`src/rtl/lsu_stage.sv`:
```
// lsu_stage: converts RV32I byte/halfword/word loads and stores into accesses
// on a word-addressed data memory that has a combinational read port and a
// single full-word write strobe. Sub-word stores take a two-cycle
// read-modify-write, and loads that straddle a word boundary take a two-cycle
// split read. stall_o holds the PC for the extra cycle.
module lsu_stage (
   input  logic        clk,
   input  logic        rst,
   input  logic        MemRW,
   input  logic        MemRd,
   input  logic [2:0]  funct3,
   input  logic [31:0] addr_i,
   input  logic [31:0] w_data_i,
   input  logic [31:0] mem_r_data_i,
   output logic [31:0] mem_addr_o,
   output logic        mem_we_o,
   output logic [31:0] mem_w_data_o,
   output logic [31:0] r_data_o,
   output logic        stall_o,
   output logic        err_o
);

   typedef enum logic [1:0] {
      IDLE  = 2'd0,
      LD_HI = 2'd1,
      ST_WR = 2'd2
   } state_t;

   state_t      state_q, state_d;
   logic [29:0] a_q;
   logic [1:0]  off_q;
   logic [2:0]  f3_q;
   logic [31:0] lo_q, lo_d;
   logic [31:0] merged_q, merged_d;
   logic        latch_en;

   logic [1:0]  off_s;
   logic [29:0] a_s;
   logic [4:0]  sh_lo_s;
   logic [5:0]  sh_hi_s;
   logic [31:0] joined_s;

   // Sign/zero extension of the low bytes of a gathered load value.
   function automatic logic [31:0] load_ext(input logic [31:0] v, input logic [2:0] f3);
      logic [31:0] res;
      case (f3)
         3'd0:    res = {{24{v[7]}}, v[7:0]};
         3'd1:    res = {{16{v[15]}}, v[15:0]};
         3'd2:    res = v;
         3'd4:    res = {24'd0, v[7:0]};
         3'd5:    res = {16'd0, v[15:0]};
         default: res = 32'd0;
      endcase
      return res;
   endfunction

   // True for the load encodings this unit accepts (B, H, W, BU, HU).
   function automatic logic load_ok(input logic [2:0] f3);
      logic ok;
      case (f3)
         3'd0, 3'd1, 3'd2, 3'd4, 3'd5: ok = 1'b1;
         default:                      ok = 1'b0;
      endcase
      return ok;
   endfunction

   // True when off + size exceeds the four bytes of one word.
   function automatic logic load_crosses(input logic [1:0] off, input logic [2:0] f3);
      logic c;
      case (f3)
         3'd1, 3'd5: c = (off == 2'd3);
         3'd2:       c = (off != 2'd0);
         default:    c = 1'b0;
      endcase
      return c;
   endfunction

   // Replace the target byte lanes of word with the low bytes of data.
   function automatic logic [31:0] merge_word(input logic [31:0] word, input logic [31:0] data,
                                              input logic [1:0] off, input logic [2:0] f3);
      logic [31:0] mask;
      logic [4:0]  sh;
      sh   = {off, 3'b000};
      mask = (f3 == 3'd0) ? 32'h0000_00FF : 32'h0000_FFFF;
      mask = mask << sh;
      return (word & ~mask) | ((data << sh) & mask);
   endfunction

   assign off_s    = addr_i[1:0];
   assign a_s      = addr_i[31:2];
   assign sh_lo_s  = {off_s, 3'b000};
   assign sh_hi_s  = 6'd32 - {1'b0, off_q, 3'b000};
   assign lo_d     = mem_r_data_i >> sh_lo_s;
   assign merged_d = merge_word(mem_r_data_i, w_data_i, off_s, funct3);
   // lo holds bytes off..3 packed at byte 0; the next word's bytes follow them.
   assign joined_s = lo_q | (mem_r_data_i << sh_hi_s);

   // Next-state and output decode; reset forces all strobes and data low at once.
   always_comb begin
      state_d      = state_q;
      latch_en     = 1'b0;
      mem_addr_o   = {2'b00, a_s};
      mem_we_o     = 1'b0;
      mem_w_data_o = 32'd0;
      r_data_o     = 32'd0;
      stall_o      = 1'b0;
      err_o        = 1'b0;
      case (state_q)
         IDLE: begin
            if (MemRW) begin
               latch_en = 1'b1;
               case (funct3)
                  3'd0: begin
                     stall_o = 1'b1;
                     state_d = ST_WR;
                  end
                  3'd1: begin
                     if (off_s != 2'd3) begin
                        stall_o = 1'b1;
                        state_d = ST_WR;
                     end else begin
                        err_o = 1'b1;
                     end
                  end
                  3'd2: begin
                     if (off_s == 2'd0) begin
                        mem_we_o     = 1'b1;
                        mem_w_data_o = w_data_i;
                     end else begin
                        err_o = 1'b1;
                     end
                  end
                  default: err_o = 1'b1;
               endcase
            end else if (MemRd) begin
               latch_en = 1'b1;
               if (!load_ok(funct3)) begin
                  err_o = 1'b1;
               end else if (load_crosses(off_s, funct3)) begin
                  stall_o = 1'b1;
                  state_d = LD_HI;
               end else begin
                  r_data_o = load_ext(lo_d, funct3);
               end
            end else begin
               state_d = IDLE;
            end
         end
         LD_HI: begin
            mem_addr_o = {2'b00, a_q + 30'd1};
            r_data_o   = load_ext(joined_s, f3_q);
            state_d    = IDLE;
         end
         ST_WR: begin
            mem_addr_o   = {2'b00, a_q};
            mem_we_o     = 1'b1;
            mem_w_data_o = merged_q;
            state_d      = IDLE;
         end
         default: state_d = IDLE;
      endcase
      if (rst) begin
         mem_we_o     = 1'b0;
         mem_w_data_o = 32'd0;
         r_data_o     = 32'd0;
         stall_o      = 1'b0;
         err_o        = 1'b0;
         state_d      = IDLE;
      end else begin
         latch_en = latch_en;
      end
   end

   // State register plus request capture taken only on an IDLE request.
   always_ff @(posedge clk or posedge rst) begin
      if (rst) begin
         state_q  <= IDLE;
         a_q      <= 30'd0;
         off_q    <= 2'd0;
         f3_q     <= 3'd0;
         lo_q     <= 32'd0;
         merged_q <= 32'd0;
      end else begin
         state_q <= state_d;
         if (latch_en) begin
            a_q      <= a_s;
            off_q    <= off_s;
            f3_q     <= funct3;
            lo_q     <= lo_d;
            merged_q <= merged_d;
         end
      end
   end

endmodule

```
`config.mk`:
```
export PLATFORM = sky130hd
export DESIGN_NAME = lsu_stage
export DESIGN_NICKNAME = d
export VERILOG_FILES = /design/src/rtl/lsu_stage.sv
export SDC_FILE = /design/constraint.sdc
export NUM_CORES = 1
export LEC_CHECK = 0
export CORE_UTILIZATION = 50
export CTS_CLUSTER_SIZE = 30
export DETAILED_ROUTE_END_ITERATION = 8
export PLACE_DENSITY = 0.91
export SLEW_MARGIN = 20
export SYNTH_ARGS = -nofsm -noshare
export SYNTH_HDL_FRONTEND = slang
export SYNTH_SLANG_ARGS = --single-unit
```
`constraint.sdc`:
```
create_clock -name clk -period 7.09 [get_ports clk]
set_input_delay 0.709 -clock clk [delete_from_list [all_inputs] [get_ports clk]]
set_output_delay 0.709 -clock clk [all_outputs]
set_load 0.1 [all_outputs]
```
# Word level (Yosys, flattened, before mapping)
# Index checks and enable logic that the tools add are counted.
[op_classes] n_addsub=2 n_eq_ne=16 shifts=4 muxes=56 n_bitwise=5 reduce_logical=8
[ops] operator="one-hot mux 32 bit (5 select lines)" n=2
[ops] operator="2-to-1 mux 32 bit" n=9
[ops] operator="one-hot mux 32 bit (2 select lines)" n=2
[ops] operator="AND 32 bit" n=2
[ops] operator="OR 32 bit" n=2
[ops] operator="one-hot mux 30 bit (2 select lines)" n=1
[ops] operator="NOT 32 bit" n=1
[ops] operator="left shift 16 x 5 -> 32 bit" n=1
[ops] operator="left shift 32 x 5 -> 32 bit" n=1
[ops] operator="left shift 32 x 6 -> 32 bit" n=1
[ops] operator=">> shifter 32 x 5 -> 32 bit" n=1
[ops] operator="adder 30 x 1 -> 30 bit (second input constant)" n=1
[ops] operator="2-to-1 mux 1 bit" n=29
[ops] operator="2-to-1 mux 16 bit" n=1
[ops] operator="!= test 5 bit (second input constant)" n=3
[ops] operator="2-to-1 mux 2 bit" n=7
[ops] operator="== test 3 bit (second input constant)" n=4
[ops] operator="== test 3 x 1 -> 1 bit (second input constant)" n=2
[ops] operator="== test 3 x 2 -> 1 bit (second input constant)" n=2
[ops] operator="logical NOT 3 bit" n=2
[ops] operator="one-hot mux 1 bit (2 select lines)" n=3
[ops] operator="subtractor 6 x 5 -> 6 bit (first input constant)" n=1
[ops] operator="!= test 5 x 4 -> 1 bit (second input constant)" n=1
[ops] operator="OR reduction 5 bit" n=1
[ops] operator="9 further kinds" n=11
[word_totals] regBits=101 inputBits=103

# Logic depth before layout (Yosys ltp)
# Gate-level depths: netlist (run 1).
[depth] ltp_word=16 depth_mapped=11

# Worst setup path after synthesis (run 1)
# Ideal clock, no wire load.
[synth_path] path_type="input to output" start="input rst" end="output mem_w_data_o[10]" t_arrival_ps=4895 required_ps=6381 path_slack_ps=1486 path_stages=4 path_cell_list="inv_1 -> o21ai_1 -> clkbuf_1 -> nor2_1"
[synth_between] elab_chain_len=1
[synth_rtl] element="start: declaration" line_no="8" source="input logic rst,"
[synth_rtl] element="2-to-1 mux 32 bit" line_no="162" source="if (rst) begin"
[synth_rtl] element="end: declaration" line_no="17" source="output logic [31:0] mem_w_data_o,"
# No other way between the ends.

# Worst setup path after layout (run 1)
[layout_path] start="register off_q[0]" end="output r_data_o[12]"
[layout_between] elab_chain_len=6
[layout_rtl] element="start: declaration" line_no="31" source="logic [1:0] off_q;"
[layout_rtl] element="start signal: assignment" line_no="187" source="off_q <= off_s;"
[layout_rtl] element="subtractor 6 x 5 -> 6 bit" line_no="92" source="assign sh_hi_s = 6'd32 - {1'b0, off_q, 3'b000};"
[layout_rtl] element="left shift 32 x 6 -> 32 bit" line_no="96" source="assign joined_s = lo_q | (mem_r_data_i << sh_hi_s);"
[layout_rtl] element="OR 32 bit" line_no="96"
[layout_rtl] element="one-hot mux 32 bit (5 select lines)" line_no="46" source="case (f3)"
[layout_rtl] element="one-hot mux 32 bit (2 select lines)" line_no="108" source="case (state_q)"
[layout_rtl] element="2-to-1 mux 32 bit" line_no="162"
[layout_rtl] element="end: declaration" line_no="18" source="output logic [31:0] r_data_o,"
# No other way between the ends.

==> results of run 1 <==
## area by class of cell
| type | instances | share of cell area [%] |
|---|---|---|
| multi-input combinational | 807 | 49.8 |
| sequential | 101 | 24.4 |
| timing repair buffer | 208 | 19.6 |
| tap | 216 | 2.61 |
| clock buffer | 10 | 2.31 |
| inverter | 17 | 0.641 |
| clock inverter | 5 | 0.581 |
## sequential cells by signal, summed over array words and instances, names as in the netlist
| name | flops |
|---|---|
| f3_q | 3 |
| state_q | 2 |
| a_q | 30 |
| merged_q | 32 |
| lo_q | 32 |
| off_q | 2 |
## worst max-delay path: stages (launching register included)
cell,delay (ns)
dfrtp_1,0.33
buf_4,0.35
inv_1,0.09
ha_1,0.67
nor3_4,0.50
a21o_1,0.21
nor3b_1,0.94
a211o_1,0.20
clkdlybuf4s50_1,1.13
## synthesized netlist by cell type, types with 5 or more instances
cell type,count,area (µm²)
o21ai_1,59,295
a21o_1,21,158
buf_2,20,100
buf_1,7,26.3
mux2_1,17,191
mux2_2,61,687
a211oi_1,12,90.1
clkbuf_1,51,191
dfrtp_1,101,2530
a22oi_1,33,248
o21ai_0,54,270
a311oi_1,9,78.8
nand2_1,132,495
nor2_1,95,357
nand4_1,14,87.6
nor2b_1,14,87.6
mux2i_1,42,420
o22ai_1,9,56.3
a221o_1,10,100
nand3_1,15,75.1
nor3_1,13,65.1
and3_1,15,93.8
a21oi_1,77,385
nand2b_1,13,81.3
xor2_1,8,70.1
ha_1,5,62.6
inv_1,14,52.6
a31oi_1,14,87.6
a211o_1,10,87.6
## placed cells by master (no fill, tap or decap), drive strengths merged, types with 17 or more instances in the layout
cell type / instances
a21oi: 78
buf: 19
nor2: 98
a21o: 21
nand2: 132
o21ai: 113
a22oi: 33
mux2i: 42
nor3: 17
dfrtp: 101
clkdlybuf4s50: 189
mux2: 78
inv: 17
## final timing paths
path	endpoint	slack (ns)	depth (start not counted)
min in group asynchronous	f3_q[1]$_DFFE_PP0P_	1.11	2
setup reg to reg	off_q[1]$_DFFE_PP0P_	4.90	5
max in group asynchronous	merged_q[2]$_DFFE_PP0P_	4.77	3
hold reg to reg	merged_q[6]$_DFFE_PP0P_	0.49	2
hold / removal	merged_q[6]$_DFFE_PP0P_	0.49	2
setup / recovery	r_data_o[12]	1.58	8
## logic make-up (layout without fill, tap and decap cells)
kind of cell | Yosys count | count (layout) | share of synthesized area, %
simple gates | 343 | 343 | 20.1
compound gates | 326 | 326 | 25.2
mux | 120 | 120 | 16.1
flops | 101 | 101 | 31.4
buf+inv | 99 | 240 | 5.16
xor+xnor | 11 | 11 | 1.20
fa+ha+maj | 5 | 5 | 0.777
other cells | 1 | 2 | 0.0466
## layer usage
metal,track usage (%),up-vias,wire (µm)
li1,-,3935,-
met1,45.2,4051,11000
met2,51.8,639,12500
met3,7.86,118,3360
met4,14.8,2,1270
met5,0,-,13
## through the flow
| stage | utilization [%] | total power [mW] | cells | hold WS (ns) |
|---|---|---|---|---|
| floorplan | - | 1.20 | 1007 | 0.450 |
| global placement | 63.3 | 1.40 | 1349 | 0.463 |
| detailed placement | 63.4 | 1.41 | 1349 | 0.470 |
| CTS | 65.3 | 1.92 | 1364 | 0.486 |
| global route | 65.3 | 2.01 | 1364 | 0.508 |
| finish | 65.3 | 1.94 | 1364 | 0.485 |
## power by group through the flow
stage / clock [mW] / sequential, mW / combinational [mW]
after global routing: 0.542 / 0.722 / 0.744
after global placement: 0 / 0.719 / 0.678
after CTS: 0.520 / 0.711 / 0.694
after detailed placement: 0 / 0.721 / 0.690
after floorplan: 0 / 0.698 / 0.501
final: 0.521 / 0.714 / 0.707
==> flow_summary.ini, run 1 <==
[status]
status = finished clean

[floorplanning]
die_x_um = 129
num_rows = 46
core-area_um2 = 15800
ios = 202
die_h_um = 129
initial_core_util_pct = 50.9
dieArea_um2 = 16600

[timing]
finalCritPeriodShare_pct = 77.8
slew_violations = 0
rsz0062_at_grt = no
fmax_mhz = 181
setup_viol = 0
slew_headroom_pct = 21.7
skew_ns = 0.00593
fin_crit_ns = 5.51
hold_viol_final = 0
tns_ns = 0
worst_pin_slew_ns = 1.17
worst_slack_ns = 1.58

[clocking]
clk_latency_ns = 0.36
clock-sinks = 101
numCtsBuffers = 9
clock_tree.root_cell = clkbuf_16
cts_tree = yes
post_cts_buffers = 0
ctsHoldBuffers = 0
clkSlewWorstSetupHoldPaths_ns = 0.07
clockBufferDepth = 2
htreeDepth = 3
cts_resized = 0

[yosys]
ys_ff_latch = 101
syn_avg_cell_area_um2 = 8.00
synth_cell_types = 68
ys_seq_area_share_pct = 31.4
syn_area_um2 = 8050
synthCells = 1006
synth_edf_count = 0
synth-async-reset-ratio_pct = 100
yosys_warnings = 0
ys.flop_type = dfrtp_1

[placed_design]
pre_cts_slack_ns = 1.86
placed_area_um2 = 10000
dp_hpwl_mm = 19.7
numPortBuffers = 199
place_congestion = 1.09

[finish]
n_antenna_cell = 0
fin_nets = 1252
regArea_um2 = 2530
final_cell_area_um2 = 10300
layout-drive-gt1-share_pct = 9.93
multiInputGateArea_um2 = 5150
area_growth_syn_to_layout_pct = 28.4
fillers = 1252

[power]
pwr-share-clk_pct = 26.8
peakVddDrop_uv = 137
power_switching_uw = 769
p_leak_nw = 4.14
seq_power_share_pct = 36.8
p_int_mw = 1.17
p_per_area_nw_per_um2 = 188
swShare_pct = 39.6
comb_power_share_pct = 36.4

[drt]
first_pass_iters = 6
dr.first_iter.drc_count = 1006
wl_mm = 28.1
drt-vias-per-instance = 6.41
via_count = 8745
drtAntennaViolNets = 0
drc_errors = 0
wire_per_inst_um = 20.6

[critical_path]
cp_max_fo = 26
cp-start-kind = flip-flop
end_kind = output pin
criticalPathCategory = flip-flop to output pin
arrival_ns = 4.80
crit_required_ns = 6.38
timing.rr.start = state_q[1]$_DFFE_PP0P_
crit_path_start = off_q[0]$_DFFE_PP0P_

[grt]
grt_pass1_vias = 7821
grt_pass1_wl_mm = 42.9
grt_use_total_pct = 33.7
grt_overflow_total = 0
antenna_found_initial = 2
grt_max_degree = 95

[worst_hold_path]
min_from = merged_q[6]$_DFFE_PP0P_
min_path_type = flip-flop to flip-flop

[run]
drv_cap = 0
(Power assumes the default switching activity.)
==> inputs of run 2 (changes only) <==
--- a/config.mk
+++ b/config.mk
@@ -5,10 +5,10 @@
 export SDC_FILE = /design/constraint.sdc
 export NUM_CORES = 1
 export LEC_CHECK = 0
-export CORE_UTILIZATION = 50
+export CORE_UTILIZATION = 46
 export CTS_CLUSTER_SIZE = 30
 export DETAILED_ROUTE_END_ITERATION = 8
-export PLACE_DENSITY = 0.91
+export PLACE_DENSITY = 0.89
 export SLEW_MARGIN = 20
 export SYNTH_ARGS = -nofsm -noshare
 export SYNTH_HDL_FRONTEND = slang
==> constraint.sdc (replaced) <==
create_clock -name clk -period 4.77 [get_ports clk]
set_input_delay 0.477 -clock clk [delete_from_list [all_inputs] [get_ports clk]]
set_output_delay 0.477 -clock clk [all_outputs]
set_load 0.1 [all_outputs]
==> run 2 against run 1 <==
  * Via count barely moved
  * Utilization fell by 2.3 points
  * Final cell count rose by 1.2%
  * Non-clock buffer count rose by 7
  * Clock-buffer cell count rose by 2
  * Critical endpoint is now r_data_o[27]
  * Setup slack got worse by 0.88 ns
  * Routed wire length rose by 2.3%
  * Sequential cell count did not move
  * Die area rose by 8.6%
  * Largest cell class unchanged
  * Total power rose by 50%
  * Clock skew rose by 0.00081 ns
==> flow_summary.ini, run 2 (synthesis results as in run 1) <==
[critical_path]
cp_max_fo = 22
worstPathCellList = inv_1 > ha_1 > nor3_4 > a211oi_1 > a2111oi_4 > and2b_1 > a221o_1 > buf_12
end_kind = output pin
crit_buf_inv = 2
rr_worst_depth = 5
path_delay_family = compound AO/OA/AOI/OAI gates
crit_required_ns = 4.29
cp.depth = 8
cp-start-kind = flip-flop
r2r_end = a_q[12]$_DFFE_PP0P_
cp_slowest_cell = ha_1
arrival_ns = 3.60
critical_path.max_stage_delay_ns = 0.67
timing.rr.start = state_q[0]$_DFFE_PP0P_
criticalPathCategory = flip-flop to output pin
worst-r2r-setup-slack_ns = 2.78

[run]
drv_cap = 0

[floorplanning]
initial_core_util_pct = 46.9
num_rows = 48
ios = 202
core-area_um2 = 17200
die_x_um = 134
dieArea_um2 = 18000
die_h_um = 134

[timing]
slew_headroom_pct = 31.8
fmax_mhz = 245
slew_violations = 0
hold_ws_ns = 0.482
finalCritPeriodShare_pct = 85.5
skew_ns = 0.00675
rsz0062_at_grt = no
worst_pin_slew_ns = 1.02
tns_ns = 0
fin_crit_ns = 4.08
setup_viol = 0
hold_viol_final = 0

[drt]
dr.first_iter.drc_count = 816
drtAntennaViolNets = 0
first_pass_iters = 5
wl_mm = 28.8
wire_per_inst_um = 20.8
via_count = 8747
drc_errors = 0
drt-vias-per-instance = 6.33

[grt]
grt_pass1_wl_mm = 44.6
grt_use_total_pct = 31.9
grt_max_degree = 101
grt_pass1_vias = 8095
grt_overflow_total = 0
antenna_found_initial = 0

[placed_design]
dp_hpwl_mm = 20.8
place_congestion = 1.04
numPortBuffers = 199

[finish]
area_growth_syn_to_layout_pct = 34.5
n_antenna_cell = 0
layout-drive-gt1-share_pct = 17.1
layout_commonest_cell = nand2_1
final_cell_mix = nand2_1, clkdlybuf4s50_1, dfrtp_1, nor2_1, a21oi_1
top_regs = lo_q x32, merged_q x32, a_q x30
fin_nets = 1259

[status]
status = finished clean

[clocking]
ctsHoldBuffers = 0
cts_tree = yes
clock_tree.root_cell = clkbuf_16
numCtsBuffers = 9
htreeDepth = 3
clock-sinks = 101
clkSlewWorstSetupHoldPaths_ns = 0.07
clockBufferDepth = 2
post_cts_buffers = 0
cts_resized = 0
clk_latency_ns = 0.36

[power]
p_per_area_nw_per_um2 = 269
peakVddDrop_uv = 215
comb_power_share_pct = 36.8
power_switching_mw = 1.14
p_int_mw = 1.77
p_leak_nw = 4.44
seq_power_share_pct = 36.4
pwr-share-clk_pct = 26.9
swShare_pct = 39.2

[worst_hold_path]
min_from = merged_q[2]$_DFFE_PP0P_
min_path_type = flip-flop to flip-flop
holdPathStages = 2
hold_end = merged_q[2]$_DFFE_PP0P_
==> run 2: area by class of cell <==
| type | instances | area, µm² |
|---|---|---|
| fill | 1422 | 6340 |
| tap | 225 | 282 |
| inverter | 17 | 67.6 |
| clock buffer | 12 | 256 |
| timing repair buffer | 215 | 2510 |
| multi-input combinational | 807 | 5130 |
| clock inverter | 4 | 53.8 |
| sequential | 101 | 2530 |
==> run 2: metrics by stage <==
step                std cells  utilization (%)  worst slack, ns  power, mW  instance area [µm²]
detailed placement       1365             61.3             1.18       2.12                10500
CTS                      1381             63.1            0.805       2.90                10800
floorplan                1007                -            0.542       1.78                 8060
finish                   1381             63.1            0.692       2.92                10800
global route             1381             63.1            0.607       3.03                10800
global placement         1365             61.3             1.22       2.10                10500
==> run 2: layer usage <==
metal	global-route usage [%]	part of all wire (%)	wire, µm	up-vias
li1	-	-	-	3948
met1	42.3	39	11200	4147
met2	50.1	46	13100	557
met3	6.31	11	3200	95
met4	14.5	4.4	1270	0
met5	0	0	0	-
==> run 2: power groups by stage <==
stage               Clock [mW]  Combinational [mW]  Sequential [mW]
finish                   0.784                1.07             1.06
global route             0.822                1.13             1.07
CTS                      0.790                1.06             1.06
detailed placement           0                1.05             1.07
global placement             0                1.03             1.07
floorplan                    0               0.745             1.04
==> run 2: tightest hold or removal path, delay by kind of cell, from the launching register on <==
| family | cells | cell delay (ns) |
|---|---|---|
| flip-flops | 1 | 0.35 |
| AO/OA/AOI/OAI | 1 | 0.06 |
| AND/OR/NAND/NOR | 1 | 0.05 |
==> run 2: how the worst max path moves through the flow <==
stage | start | slack (ns) | to
6_report | off_q[0]$_DFFE_PP0P_ | 0.69 | r_data_o[27]
5_1_grt | off_q[1]$_DFFE_PP0P_ | 0.61 | r_data_o[24]
4_1_cts | off_q[1]$_DFFE_PP0P_ | 0.80 | r_data_o[25]
3_5_place_dp | funct3[1] | 1.18 | mem_w_data_o[7]
3_3_place_gp | funct3[1] | 1.22 | r_data_o[11]
2_1_floorplan | addr_i[1] | 0.54 | err_o
